$ cat config.mk
export PLATFORM = sky130hd
export DESIGN_NAME = apb_reg_slave
export DESIGN_NICKNAME = d
export VERILOG_FILES = /design/src/rtl/apb_reg_slave.sv
export SDC_FILE = /design/constraint.sdc
export NUM_CORES = 1
export LEC_CHECK = 0
export ABC_CLOCK_PERIOD_IN_PS = 1420
export BUFFER_PORTS_ARGS = -buffer_cell sky130_fd_sc_hd__buf_4
export CAP_MARGIN = 20
export CORE_AREA = 2 2 150 152
export DETAILED_ROUTE_END_ITERATION = 8
export DIE_AREA = 0 0 152 154
export GPL_TIMING_DRIVEN = 0
export HOLD_SLACK_MARGIN = 0.08
export PLACE_DENSITY = 0.41
export REMOVE_ABC_BUFFERS = 1
export SLEW_MARGIN = 20
export SYNTH_ARGS = -nofsm -noshare
export SYNTH_HDL_FRONTEND = slang
export SYNTH_SLANG_ARGS = --single-unit
$ cat constraint.sdc
create_clock -name clk -period 1.42 [get_ports clk]
set_input_delay 0.071 -clock clk [delete_from_list [all_inputs] [get_ports clk]]
set_output_delay 0.071 -clock clk [all_outputs]
set_load 0.01 [all_outputs]
$ cat src/rtl/apb_reg_slave.sv
`timescale 1ns/1ps
// apb_reg_slave: APB completer feeding the 8-entry register file write port,
// with wait states, byte-strobe merge, address decode and error response.
module apb_reg_slave #(
  parameter int APB_ADDR_WIDTH = 16,
  parameter int APB_DATA_WIDTH = 32,
  parameter int REG_NUM = 8,
  parameter logic [APB_ADDR_WIDTH-1:0] BASE_ADDR = '0,
  parameter int WAIT_CYCLES = 0,
  parameter logic [7:0] RO_MASK = 8'h00
) (
  input  logic                        clk,
  input  logic                        resetn,
  input  logic                        PSEL,
  input  logic                        PENABLE,
  input  logic                        PWRITE,
  input  logic [APB_ADDR_WIDTH-1:0]   PADDR,
  input  logic [APB_DATA_WIDTH-1:0]   PWDATA,
  input  logic [APB_DATA_WIDTH/8-1:0] PSTRB,
  output logic                        PREADY,
  output logic [APB_DATA_WIDTH-1:0]   PRDATA,
  output logic                        PSLVERR,
  output logic                        reg_apb_wen,
  output logic [APB_DATA_WIDTH-1:0]   reg_apb_wdata,
  output logic [2:0]                  reg_apb_addr,
  input  logic [APB_DATA_WIDTH-1:0]   R0,
  input  logic [APB_DATA_WIDTH-1:0]   R1,
  input  logic [APB_DATA_WIDTH-1:0]   R2,
  input  logic [APB_DATA_WIDTH-1:0]   R3,
  input  logic [APB_DATA_WIDTH-1:0]   R4,
  input  logic [APB_DATA_WIDTH-1:0]   R5,
  input  logic [APB_DATA_WIDTH-1:0]   R6,
  input  logic [APB_DATA_WIDTH-1:0]   R7
);

  localparam int NB = APB_DATA_WIDTH / 8;

  typedef enum logic {
    S_IDLE   = 1'b0,
    S_ACCESS = 1'b1
  } state_t;

  state_t                      r_state;
  state_t                      w_next;
  logic [3:0]                  r_wait_cnt;
  logic [APB_ADDR_WIDTH-1:0]   r_addr_q;
  logic                        r_write_q;

  logic                        w_setup;
  logic                        w_busq;
  logic [APB_ADDR_WIDTH-1:0]   w_off;
  logic [2:0]                  w_idx;
  logic                        w_err_addr;
  logic                        w_err_ro;
  logic [APB_DATA_WIDTH-1:0]   w_cur;
  logic [APB_DATA_WIDTH-1:0]   w_regs [REG_NUM];

  assign w_setup = PSEL & ~PENABLE;
  assign w_busq  = PSEL & PENABLE;

  assign w_regs[0] = R0;
  assign w_regs[1] = R1;
  assign w_regs[2] = R2;
  assign w_regs[3] = R3;
  assign w_regs[4] = R4;
  assign w_regs[5] = R5;
  assign w_regs[6] = R6;
  assign w_regs[7] = R7;

  always_ff @(posedge clk) begin
    if (!resetn) begin
      r_state    <= S_IDLE;
      r_wait_cnt <= '0;
      r_addr_q   <= '0;
      r_write_q  <= 1'b0;
    end else begin
      r_state <= w_next;
      if (r_state == S_IDLE && w_setup) begin
        r_wait_cnt <= 4'(WAIT_CYCLES);
        r_addr_q   <= PADDR;
        r_write_q  <= PWRITE;
      end else if (r_state == S_ACCESS && r_wait_cnt != '0) begin
        r_wait_cnt <= r_wait_cnt - 4'd1;
      end
    end
  end

  // A dropped PSEL/PENABLE in ACCESS abandons the transfer silently.
  always_comb begin
    w_next = r_state;
    unique case (r_state)
      S_IDLE: begin
        if (w_setup) w_next = S_ACCESS;
      end
      S_ACCESS: begin
        if (!w_busq || r_wait_cnt == '0) w_next = S_IDLE;
      end
    endcase
  end

  assign w_off      = r_addr_q - BASE_ADDR;
  assign w_idx      = w_off[4:2];
  assign w_err_addr = (r_addr_q < BASE_ADDR)
                    | (w_off >= APB_ADDR_WIDTH'(32));
  assign w_err_ro   = r_write_q & RO_MASK[w_idx] & ~w_err_addr;
  assign w_cur      = w_regs[w_idx];

  always_comb begin
    PREADY        = (r_state == S_ACCESS)
                  & (r_wait_cnt == '0) & w_busq;
    PSLVERR       = PREADY & (w_err_addr | w_err_ro);
    reg_apb_wen   = PREADY & r_write_q & ~PSLVERR
                  & (PSTRB != '0);
    reg_apb_addr  = w_idx;
    PRDATA        = '0;
    if (PREADY && !r_write_q && !w_err_addr) PRDATA = w_cur;
    reg_apb_wdata = '0;
    for (int b = 0; b < NB; b++) begin
      reg_apb_wdata[8*b +: 8] = PSTRB[b] ? PWDATA[8*b +: 8]
                                         : w_cur[8*b +: 8];
    end
  end

endmodule

==> flow_summary.ini <==
[min_path]
hold_path_class = in2reg
hold_sp = PADDR[2]

[critical_path]
critical_path.most_common_cell = sky130_fd_sc_hd__buf_6
setup.worst_path.class = reg2out
critical_path.slowest_cell = sky130_fd_sc_hd__mux4_2
critical-path-top-delay-family = multiplexers
cp-startpoint = r_addr_q[2]
startpoint_type = flop
critical_path.reg2reg.startpoint = r_wait_cnt[1]
setup.worst_path.end_class = primary output
critical_path.n_buffers_inverters = 5
crit_path_max_incr_delay_ns = 0.51
worstPathMaxFanout = 6
list_of_cells_traversed_by_the_critical_path = buf_12 -> buf_8 -> buf_6 -> buf_6 -> mux4_2 -> mux2i_4 -> o21ai_2 -> buf_4
cp.arrival_ns = 2.01
required_ns = 1.35

[sta]
final_min_period_over_clock_period = 1.47
final_setup_violation_count = 69
relSlewSlack = 0.556
fin_skew_ns = 0.00604
fin_crit_ns = 2.08
finalHoldViolCount = 0
fmaxAchievable_mhz = 480
grt_setup_unrepaired = true
final_max_slew_viol_count = 0
worstMarginPinSlew_ns = 0.666
whs_ns = 0.0770
fin_tns_setup_ns = -39.44
postLayoutSetupSlackWorst_ns = -0.664

[grt]
largest_net_degree_at_the_start_of_global_routing = 38
vias_in_the_first_global_route = 5155
globalRouteTotalUtil = 0.184
grt_first_pass_wirelength_um = 32900
global_route.overflow_total = 0
antenna_violations_before_repair = 1

[status]
violations_in_the_final_reports = setup timing
outcome = complete, but fails checks

[detailed_routing]
drt-total-wl_um = 22700
first_pass_iters = 4
detail-route-antenna-nets = 0
remaining_drc_errors = 0
drt-vias-per-instance = 4.66
wl_per_cell_um = 22.3
initialDrtViolationCount = 230
num_vias = 4740

[clock_tree]
ctsLongestPathBuffers = 2
clkTransAtPathRegs_ns = 0.06
numClockSinks = 20
insertion_delay_ns = 0.25
cts_inserted_buffers = 3
clockRootBuffer = sky130_fd_sc_hd__clkbuf_16
h-tree-depth = 1
tritoncts_clock_tree = done

[cells_and_area]
final_core_util = 0.366
finalInstanceArea_um2 = 7950
nNetsFinal = 1053
drive_gt1_frac = 0.801
area_delta_synth_final_pct = 135

[pwr]
pwr-share-comb = 0.652
seqPwrFrac = 0.180
intPower_w = 0.00231
leakage_nw = 3.28
switching_share = 0.332
total_switching_power_w = 0.00115
power_density_nw_per_um2 = 436
share_clk_of_total_power = 0.168
irDropWorstVdd_mv = 0.388

[placement]
place_worst_setup_slack_ns = -0.990
portBuffers = 380
place_area_um2 = 6470
gpl.final_weighted_congestion = 0.833
dp_hpwl_um = 16600

[floorplanning]
rows = 54
starting_density_of_the_core = 0.156
floorplan.die_area_um2 = 23400
boundaryPins = 383
die_width_um = 152
die_h_um = 154
design.core.area_um2 = 21700

[synth]
synth_area_um2 = 3380
netlist.area_leader.share = 0.407
ys_types = 32
synth_top_cells_by_area = sky130_fd_sc_hd__mux4_2 41%, sky130_fd_sc_hd__dfxtp_1 12%, sky130_fd_sc_hd__mux2i_1 9.5%
yosysTopAreaCell = sky130_fd_sc_hd__mux4_2
synth_cells = 335
synth.yosys.warnings = 0
postSynthAreaPerCell_um2 = 10.1
synth_seq_cells = 20
synth.yosys.seq_area_share = 0.118

[flow_run]
max_cap_viol_count = 0
[per-layer routing]
layer,vias up,GRT usage,routed length (um)
li1,2156,-,-
met1,2335,0.216,8620
met2,223,0.350,12200
met3,26,0.0369,1500
met4,0,0.0298,414
met5,-,0,0
[kinds of logic after synthesis]
kind of cell    Yosys count  synth area share
simple gates            114             0.168
mux                      96             0.525
compound gates           57            0.0989
buf+inv                  46            0.0829
flops                    20             0.118
fa+ha+maj                 2           0.00740
[Yosys cell counts]
library cell / instances
sky130_fd_sc_hd__or2_2: 1
sky130_fd_sc_hd__nor3_1: 2
sky130_fd_sc_hd__a21oi_1: 5
sky130_fd_sc_hd__buf_8: 3
sky130_fd_sc_hd__a211o_1: 1
sky130_fd_sc_hd__nor3b_2: 2
sky130_fd_sc_hd__or3b_1: 1
sky130_fd_sc_hd__o21ai_1: 32
sky130_fd_sc_hd__o41ai_1: 1
sky130_fd_sc_hd__buf_6: 1
sky130_fd_sc_hd__buf_4: 4
sky130_fd_sc_hd__a21boi_0: 5
sky130_fd_sc_hd__or4_1: 1
sky130_fd_sc_hd__ha_1: 2
sky130_fd_sc_hd__nand4_2: 1
sky130_fd_sc_hd__nand2_1: 66
sky130_fd_sc_hd__or3_1: 1
sky130_fd_sc_hd__a311oi_1: 1
sky130_fd_sc_hd__clkbuf_1: 16
sky130_fd_sc_hd__inv_1: 5
sky130_fd_sc_hd__a21boi_1: 10
sky130_fd_sc_hd__o21ai_0: 2
sky130_fd_sc_hd__nor4_1: 34
sky130_fd_sc_hd__nor2b_1: 1
sky130_fd_sc_hd__mux2i_1: 32
sky130_fd_sc_hd__mux4_2: 61
sky130_fd_sc_hd__buf_12: 2
sky130_fd_sc_hd__mux4_1: 3
sky130_fd_sc_hd__nand3_1: 3
sky130_fd_sc_hd__dfxtp_1: 20
sky130_fd_sc_hd__or3b_2: 1
sky130_fd_sc_hd__buf_2: 15
[placed cells by master, fill, tap and decap left out, drive strengths merged]
cell and instances:
a211o 1, a21boi 15, a21oi 5, a311oi 1
buf 430, clkbuf 5, clkinv 1, dfxtp 20
diode 1, dlygate4sd3 8, ha 2, inv 4
mux2i 32, mux4 64, nand2 66, nand3 3
nand4 1, nor2b 1, nor3 2, nor3b 2
nor4 34, o21ai 34, o41ai 1, or2 1
or3 1, or3b 2, or4 1
[cell type report]
type                       count  area, um2
antenna                        1       2.50
clock buffer                   4       78.8
fill                        2196      13700
inverter                       5       23.8
multi-input combinational    269       3300
sequential                    20        417
tap                          280        350
timing repair buffer         439       3770
[sequential cells by signal, indices dropped and copies added, names as in the netlist]
name and cells:
r_addr_q 14, r_wait_cnt 4, r_state 1, r_write_q 1
[power groups by stage]
| stage | clock network, W | registers, W | logic [W] |
|---|---|---|---|
| detailed placement | 0 | 0.000681 | 0.00172 |
| floorplan | 0 | 0.000685 | 0.000625 |
| global route | 0.000622 | 0.000627 | 0.00239 |
| global placement | 0 | 0.000728 | 0.00163 |
| CTS | 0.000592 | 0.000622 | 0.00212 |
| finish | 0.000583 | 0.000623 | 0.00226 |
[path summary, 6_finish.rpt]
path	to	slack [ns]	cells after the start
worst max-delay path	reg_apb_wdata[22]	-0.66	8
worst min-delay path	r_addr_q[2]	0.08	3
worst max register to register	r_wait_cnt[3]	-0.13	6
worst min register to register	r_addr_q[11]	0.46	2
[per-stage QoR]
step           cells  total power, W
2_1_floorplan    294         0.00131
3_3_place_gp     954         0.00236
3_5_place_dp     959         0.00240
4_1_cts         1010         0.00333
5_1_grt         1018         0.00364
6_report        1018         0.00347
[repair_timing]
item	4_1_cts	5_1_grt
endpoints found under the hold margin	8	0
pin swaps	10	18
setup buffers	34	10
gates resized for setup	88	60
endpoints found under the setup margin	89	79
hold buffers	8	0
gates cloned	5	2
[worst min-delay path, stage by stage]
cell and delay (ns):
sky130_fd_sc_hd__buf_4 0.11, sky130_fd_sc_hd__nand2_1 0.04, sky130_fd_sc_hd__a21boi_0 0.06
Power figures use the tool's default switching activity.
